===== src/rtl/mem_ctrl_pkg.sv =====
`default_nettype none
// ============================================================================
// Module      : mem_ctrl_pkg
// Description : Opcode encodings and FSM state type for the MEM-stage LSU.
// Revision    : 1.0 - initial release
// ============================================================================
package mem_ctrl_pkg;

    localparam logic [3:0] DMRD_NONE = 4'd0;
    localparam logic [3:0] LW        = 4'd1;
    localparam logic [3:0] LH        = 4'd2;
    localparam logic [3:0] LHU       = 4'd3;
    localparam logic [3:0] LB        = 4'd4;
    localparam logic [3:0] LBU       = 4'd5;

    localparam logic [1:0] DMWR_NONE = 2'd0;
    localparam logic [1:0] SW        = 2'd1;
    localparam logic [1:0] SH        = 2'd2;
    localparam logic [1:0] SB        = 2'd3;

    typedef enum logic [1:0] {
        IDLE = 2'd0,
        BUSY = 2'd1,
        DONE = 2'd2
    } state_t;

endpackage : mem_ctrl_pkg
`default_nettype wire


===== src/rtl/load_align.sv =====
`default_nettype none
// ============================================================================
// Module      : load_align
// Description : Selects the addressed lane of a read word and extends it.
// Revision    : 1.0 - initial release
// ============================================================================
module load_align
    import mem_ctrl_pkg::*;
(
    input  logic [31:0] i_rdata,
    input  logic [3:0]  i_op,
    input  logic [1:0]  i_addr_lo,
    output logic [31:0] o_data
);

    logic [7:0]  w_byte;
    logic [15:0] w_half;

    always_comb begin
        w_half = i_addr_lo[1] ? i_rdata[31:16] : i_rdata[15:0];
        case (i_addr_lo)
            2'd0:    w_byte = i_rdata[7:0];
            2'd1:    w_byte = i_rdata[15:8];
            2'd2:    w_byte = i_rdata[23:16];
            default: w_byte = i_rdata[31:24];
        endcase
    end

    always_comb begin
        case (i_op)
            LW:      o_data = i_rdata;
            LH:      o_data = {{16{w_half[15]}}, w_half};
            LHU:     o_data = {16'h0000, w_half};
            LB:      o_data = {{24{w_byte[7]}}, w_byte};
            LBU:     o_data = {24'h000000, w_byte};
            default: o_data = 32'h0000_0000;
        endcase
    end

endmodule : load_align
`default_nettype wire


===== src/rtl/mem_access_unit.sv =====
`default_nettype none
// ============================================================================
// Module      : mem_access_unit
// Description : MEM-stage load/store unit with req/ack memory handshake,
//               stall generation, misalignment and timeout detection.
// Revision    : 1.0 - initial release
// ============================================================================
module mem_access_unit
    import mem_ctrl_pkg::*;
#(
    parameter int TIMEOUT = 16,
    parameter int ADDR_W  = 32
) (
    input  logic              clk,
    input  logic              rst,
    input  logic              exmem_valid,
    input  logic [3:0]        exmem_dmrd,
    input  logic [1:0]        exmem_dmwr,
    input  logic [ADDR_W-1:0] exmem_addr,
    input  logic [31:0]       exmem_wdata,
    output logic              mem_req,
    output logic              mem_we,
    output logic [ADDR_W-1:0] mem_addr,
    output logic [3:0]        mem_be,
    output logic [31:0]       mem_wdata,
    input  logic              mem_ack,
    input  logic [31:0]       mem_rdata,
    output logic              mem_stall,
    output logic [31:0]       load_data,
    output logic              load_valid,
    output logic              misalign_err,
    output logic              bus_err
);

    localparam logic [7:0] C_CNT_LAST = 8'(TIMEOUT - 1);

    state_t      r_state;
    state_t      w_next;
    logic [7:0]  r_cnt;
    logic        r_is_load;
    logic [3:0]  r_op;
    logic [1:0]  r_lane;

    logic        w_is_load;
    logic        w_is_store;
    logic        w_access;
    logic        w_aligned;
    logic [3:0]  w_be;
    logic [31:0] w_wdata;
    logic        w_start;
    logic        w_mis;
    logic        w_stall;
    logic        w_ack_hit;
    logic        w_timeout;
    logic [31:0] w_ext;

    // A load opcode outranks a simultaneous store opcode.
    assign w_is_load  = exmem_valid && (exmem_dmrd >= LW) && (exmem_dmrd <= LBU);
    assign w_is_store = exmem_valid && !w_is_load && (exmem_dmwr != DMWR_NONE);
    assign w_access   = w_is_load || w_is_store;

    always_comb begin
        w_aligned = 1'b1;
        w_be      = 4'b1111;
        w_wdata   = exmem_wdata;
        if (w_is_load) begin
            if (exmem_dmrd == LW)
                w_aligned = (exmem_addr[1:0] == 2'b00);
            else if (exmem_dmrd == LH || exmem_dmrd == LHU)
                w_aligned = !exmem_addr[0];
        end else begin
            case (exmem_dmwr)
                SW: w_aligned = (exmem_addr[1:0] == 2'b00);
                SH: begin
                    w_aligned = !exmem_addr[0];
                    w_be      = exmem_addr[1] ? 4'b1100 : 4'b0011;
                    w_wdata   = {2{exmem_wdata[15:0]}};
                end
                SB: begin
                    w_be    = 4'b0001 << exmem_addr[1:0];
                    w_wdata = {4{exmem_wdata[7:0]}};
                end
                default: ;
            endcase
        end
    end

    always_ff @(posedge clk or posedge rst) begin
        if (rst)
            r_state <= IDLE;
        else
            r_state <= w_next;
    end

    always_comb begin
        w_next    = r_state;
        w_start   = 1'b0;
        w_mis     = 1'b0;
        w_stall   = 1'b0;
        w_ack_hit = 1'b0;
        w_timeout = 1'b0;
        case (r_state)
            IDLE: begin
                if (w_access) begin
                    if (w_aligned) begin
                        w_stall = 1'b1;
                        w_start = 1'b1;
                        w_next  = BUSY;
                    end else begin
                        w_mis = 1'b1;
                    end
                end
            end
            BUSY: begin
                w_stall = 1'b1;
                if (mem_ack) begin
                    w_ack_hit = 1'b1;
                    w_next    = DONE;
                end else if (r_cnt == C_CNT_LAST) begin
                    w_timeout = 1'b1;
                    w_next    = DONE;
                end
            end
            DONE:    w_next = IDLE;
            default: w_next = IDLE;
        endcase
    end

    assign mem_stall = w_stall && !rst;

    load_align u_load_align (
        .i_rdata   (mem_rdata),
        .i_op      (r_op),
        .i_addr_lo (r_lane),
        .o_data    (w_ext)
    );

    always_ff @(posedge clk or posedge rst) begin
        if (rst) begin
            mem_req      <= 1'b0;
            mem_we       <= 1'b0;
            mem_addr     <= '0;
            mem_be       <= 4'b0000;
            mem_wdata    <= 32'h0000_0000;
            load_data    <= 32'h0000_0000;
            load_valid   <= 1'b0;
            misalign_err <= 1'b0;
            bus_err      <= 1'b0;
            r_cnt        <= 8'd0;
            r_is_load    <= 1'b0;
            r_op         <= DMRD_NONE;
            r_lane       <= 2'b00;
        end else begin
            misalign_err <= w_mis;
            bus_err      <= w_timeout;
            load_valid   <= r_is_load && (w_ack_hit || w_timeout);
            if (w_start) begin
                mem_req   <= 1'b1;
                mem_we    <= w_is_store;
                mem_addr  <= {exmem_addr[ADDR_W-1:2], 2'b00};
                mem_be    <= w_be;
                mem_wdata <= w_wdata;
                r_is_load <= w_is_load;
                r_op      <= exmem_dmrd;
                r_lane    <= exmem_addr[1:0];
                r_cnt     <= 8'd0;
            end else if (w_ack_hit || w_timeout) begin
                mem_req <= 1'b0;
                if (r_is_load)
                    load_data <= w_ack_hit ? w_ext : 32'h0000_0000;
            end else if (r_state == BUSY) begin
                r_cnt <= r_cnt + 8'd1;
            end
        end
    end

endmodule : mem_access_unit
`default_nettype wire


===== config.mk =====
export PLATFORM = sky130hd
export DESIGN_NAME = mem_access_unit
export DESIGN_NICKNAME = d
export VERILOG_FILES = /design/src/rtl/mem_ctrl_pkg.sv /design/src/rtl/load_align.sv /design/src/rtl/mem_access_unit.sv
export SDC_FILE = /design/constraint.sdc
export NUM_CORES = 1
export LEC_CHECK = 0
export CAP_MARGIN = 25
export CORE_MARGIN = 8
export CORE_UTILIZATION = 30
export CTS_CLUSTER_DIAMETER = 60
export CTS_CLUSTER_SIZE = 12
export DETAILED_ROUTE_END_ITERATION = 6
export SYNTH_ARGS = -nofsm -noshare
export SYNTH_HDL_FRONTEND = slang
export SYNTH_SLANG_ARGS = --single-unit

===== constraint.sdc =====
create_clock -name clk -period 6.4 [get_ports clk]
set_input_delay 1.6 -clock clk [delete_from_list [all_inputs] [get_ports clk]]
set_output_delay 1.6 -clock clk [all_outputs]
set_load 0.02 [all_outputs]

Word level (Yosys, flattened, before mapping):

Index checks and enable logic that the tools add are counted.

* register bits after elaboration: 120
* bits in latches: 0
* RAM bits: 0
* ROM bits: 0
* memories: 0

* $add $sub $neg: 1
* $mul: 0
* div/mod/pow operators: 0
* magnitude comparators: 2
* eq/ne operators: 19
* shift operators: 1
* multiplexer cells: 35
* bitwise operators: 1
* reductions and logical operators: 21

Operators with widths (count)
* 32-bit one-hot mux with 5 select lines: 1
* 32-bit 2-to-1 mux: 2
* 32-bit one-hot mux with 2 select lines: 1
* 8-bit 2-to-1 mux: 3
* 8-bit one-hot mux with 3 select lines: 1
* 4-bit by 2-bit equality test with 1-bit output, second input constant: 4
* 1-bit 2-to-1 mux: 16
* 16-bit 2-to-1 mux: 1
* 8-bit by 1-bit adder with 8-bit output, second input constant: 1
* 4-bit by 1-bit equality test with 1-bit output, second input constant: 2
* 4-bit by 3-bit equality test with 1-bit output, second input constant: 2
* 8-bit by 4-bit equality test with 1-bit output, second input constant: 1
* 2-bit 2-to-1 mux: 4
* 4-bit 2-to-1 mux: 2
* 4-bit one-hot mux with 2 select lines: 1
* 2-bit by 1-bit equality test with 1-bit output, second input constant: 3
* 2-bit equality test, second input constant: 3
* 1-bit logical AND: 6
* 2-bit zero test: 3
* 2-bit != test, second input constant: 3
* 3-bit AND reduction: 2
* 2-bit nonzero test: 3
* 4-bit by 1-bit greater-or-equal comparator with 1-bit output, second input constant: 1
* 4-bit by 3-bit <= comparator with 1-bit output, second input constant: 1
* 8 further kinds: 13

Depth between registers and ports, before layout:

* word-level depth: 11
* gate-level depth with buffers: 9

Cells and area by module:

Synthesis repeated with hierarchy kept, for this count alone.

* cell total of the unflattened synthesis: 546
* area total of the unflattened synthesis: 6070.8 um^2

Modules (own cells, without submodules)
* mem_access_unit: instances 1, cells an instance 461, area an instance 5408.9 um^2, seq. area each 3002.9 um^2
* load_align: instances 1, cells an instance 85, area an instance 661.9 um^2, seq. area each 0.0 um^2

Least setup slack after synthesis:

No wires, ideal clock.

* path kind: input to output
* from: in exmem_dmrd[2]
* to: out mem_stall
* arrival: 3448 ps
* required time: 4800 ps
* slack: 1352 ps
* stages: 8
* buffers on the path: 3
* cells stage by stage: or3_1 > and3_1 > buf_2 > or3b_4 > a21oi_4 > buf_6 > buf_2 > o21a_1

* word-level cells in the longest chain between the ends: 10
* elaborated cells between the ends (all ways): 19

RTL lines
* start: declaration: RTL line mem_access_unit.sv:17 `input logic [3:0] exmem_dmrd,`
* 4-bit by 1-bit greater-or-equal comparator with 1-bit output: RTL line mem_access_unit.sv:58 `assign w_is_load = exmem_valid && (exmem_dmrd >= LW) && (exmem_dmrd <= LBU);`
* 1-bit logical AND (2 in a row): RTL line mem_access_unit.sv:58
* 1-bit zero test: RTL line mem_access_unit.sv:59 `assign w_is_store = exmem_valid && !w_is_load && (exmem_dmwr != DMWR_NONE);`
* 1-bit logical AND (2 in a row): RTL line mem_access_unit.sv:59
* 1-bit logical OR: RTL line mem_access_unit.sv:60 `assign w_access = w_is_load || w_is_store;`
* 1-bit 2-to-1 mux (*): RTL line mem_access_unit.sv:104 `if (w_access) begin`
* 1-bit one-hot mux with 2 select lines (*): RTL line mem_access_unit.sv:102 `case (r_state)`
* 1-bit logical AND (*): RTL line mem_access_unit.sv:129 `assign mem_stall = w_stall && !rst;`
* end: declaration: RTL line mem_access_unit.sv:28 `output logic mem_stall,`

Mark *: on every way between the ends. The rest lies on a longest branch, timed or not.

Final worst setup path:

Same ends and word-level chain as after synthesis.

==> out/metrics.cfg <==
[clocking]
postCtsHoldBufs = 0
clkTransAtPathRegs_ps = 50
h-tree-depth = 4
insertion_delay_ps = 410
cts_buffer_depth = 2
clock-root-buffer = clkbuf_16
clock_sinks = 120
cts_tree = yes
cts_resized = 0
cts_buffers = 17
cts_setup_buffers = 0

[floorplanning]
die-area_mm2 = 0.0236
num_io_pins = 212
rows = 50
coreArea_mm2 = 0.0186
die_h_um = 154
start_util_pct = 30.5
fp.dieW_um = 154

[place]
dp_slack_ps = 645
port_buffers = 209
place_inst = 887
place_congestion = 0.909
hpwl_mm = 13.9

[yosys]
synth_top_area_share_pct = 52.8
synth_cell_types = 55
synthFlopType = dfrtp_1
avgSynthCellArea_um2 = 12.4
synth_top_family_by_area = multiplexers
ys_seq_area_share_pct = 52.8
ys.warnings.count = 0
synth_compound_area_share_pct = 16.0
syn_area_mm2 = 0.00569
synthAdderAreaFrac_pct = 1.10
synth_edf_count = 0
synthCells = 460
yosys.area_share.simple_pct = 7.37
synthTopCellsByArea = dfrtp_1 (53%), mux2_2 (11%), o2bb2ai_1 (3.7%)
synth-xor-area-share_pct = 0.770
ys_ff_latch = 120
async_reset_ff_share_pct = 100
synthMuxAreaShare_pct = 17.4
netlist.top_cell.by_area = dfrtp_1

[route]
dr.pass1.iters = 6
ant_nets = 0
drt-total-wl_mm = 18.6
drc = 0
vias = 4743
drt_iter0_drc = 224
viasPerCell = 5.16
wire_per_inst_um = 20.2

[timing]
fin_setup_tns_ps = 0
fin_skew_ps = 8.04
worst_slack_ps = 635
post-route-period-util_pct = 90.1
setup-violations-final = 0
tightest_slew_ps = 1040
relSlewSlack_pct = 30.1
drv_slew = 0
hold_viol = 0
rsz0062_at_grt = false
min_period_ps = 5770
max_freq_mhz = 173

[global_routing]
antenna_found_initial = 0
grt_max_degree = 77
grt_usage_pct = 15.8
grt_pass1_vias = 5121
grt_overflow_total = 0
grt_pass1_wl_mm = 29.5

[final_layout]
final_nets = 784
areaGrowthSynthToFinish_pct = 52.5
drive_gt1_share_pct = 18.5
antenna_cells = 0
n_fill_cell = 1691
final_cells = 920

[outcome]
status = completed

[critical_path]
crit_start = exmem_dmrd[2]
r2r_setup_slack_ps = 3850
crit_fanout = 8
cp-end-kind = output pin
r2r_end = mem_addr[19]
endpoint = mem_stall
crit_required_ps = 4800
path_class = in2out
r2r-start = r_state[1]
reg2regPathDepth = 4
startpoint_type = input port
crit_arrival_ps = 4170

[min_path]
hold_path.class = reg2reg
whs_path_depth = 1

[job]
max-cap-violations = 0

[pwr]
power_density_mw_per_mm2 = 477
peakVddDrop_mv = 0.248
p_leak_nw = 3.54

flip-flops by register name, summed over array words and instances (netlist names), 2 cells and up:
register,cells
r_op,4
mem_wdata,32
r_cnt,8
load_data,32
mem_be,4
mem_addr,30
r_state,2
r_lane,2
worst max-delay path, stage by stage:
cell	delay, ps
clkdlybuf4s50_1	500
or3_1	430
and3_1	280
or3b_4	450
a21oi_4	170
o21a_1	130
clkdlybuf4s50_1	610
synth_stat cells (all sizes together) (4+ instances only):
cell type / count
o21ai: 8
a22o: 15
nor2: 22
mux2: 66
a222oi: 8
nor3: 6
a221o: 8
buf: 14
nand3: 17
o2bb2ai: 24
ha: 5
clkbuf: 15
a21oi: 23
nand2: 15
dfrtp: 120
o221ai: 15
inv: 26
nor3b: 4
mux4: 8
cell usage in the layout, fill, tap and decap left out, types with 4 or more instances in the layout:
| cell | instances |
|---|---|
| ha_1 | 5 |
| buf_4 | 11 |
| a221o_1 | 8 |
| a22o_1 | 15 |
| nand2_1 | 15 |
| o2bb2ai_1 | 24 |
| o21ai_0 | 6 |
| a222oi_1 | 8 |
| a21oi_1 | 22 |
| bufinv_16 | 4 |
| nor3_1 | 5 |
| inv_1 | 25 |
| o221ai_1 | 15 |
| nor2_1 | 22 |
| mux2_2 | 56 |
| clkdlybuf4s50_1 | 209 |
| mux4_2 | 8 |
| mux2_4 | 10 |
| nand3_1 | 17 |
| dfrtp_1 | 120 |
| clkbuf_16 | 17 |
layer usage:
metal  GRT usage (%)  wire length [um]  vias up
li1                -                 -     2162
met1            19.6              8020     2327
met2            25.0              8600      228
met3            5.66              1590       26
met4            5.51               348        0
met5               0                 0        -
cell families after synthesis:
family,Yosys count
multiplexers,77
AND/OR/NAND/NOR,83
flip-flops,120
AO/OA/AOI/OAI,114
buffers and inverters,55
other,1
adder cells (fa/ha/maj),5
XOR/XNOR,5
report_power, final:
part           switching (mW)  internal (mW)  total, mW
clock network           0.350          0.683       1.03
logic                   0.848          0.944       1.79
registers               0.239           1.07       1.31
per-stage QoR:
step           utilization (%)  area, um^2  total power, mW  hold WS [ps]
3_3_place_gp              43.0        8010             3.09           471
4_1_cts                   46.5        8670             4.19           495
2_1_floorplan                -        5690             2.26           503
3_5_place_dp              43.1        8030             3.13           477
6_report                  46.6        8680             4.14           487
5_1_grt                   46.6        8680             4.36           500
worst min-delay path by stage:
stage	from	endpoint	slack [ps]
2_1_floorplan	r_is_load	r_is_load	500
3_3_place_gp	load_data[20]	load_data[20]	470
3_5_place_dp	load_data[3]	load_data[3]	480
4_1_cts	load_data[22]	load_data[22]	490
5_1_grt	load_data[3]	load_data[3]	500
6_report	load_data[6]	load_data[6]	490
area by class of cell:
type                    count  area [um^2]  share of cell area [%]
repair buffers            222         2190                    25.2
inverters                  26          100                    1.15
clock inverters            11          170                    1.96
flip-flops and latches    120         3000                    34.6
clock buffers              21          470                    5.42
multi-input cells         286         2450                    28.2
well taps                 234          293                    3.37
(Power assumes the default switching activity.)
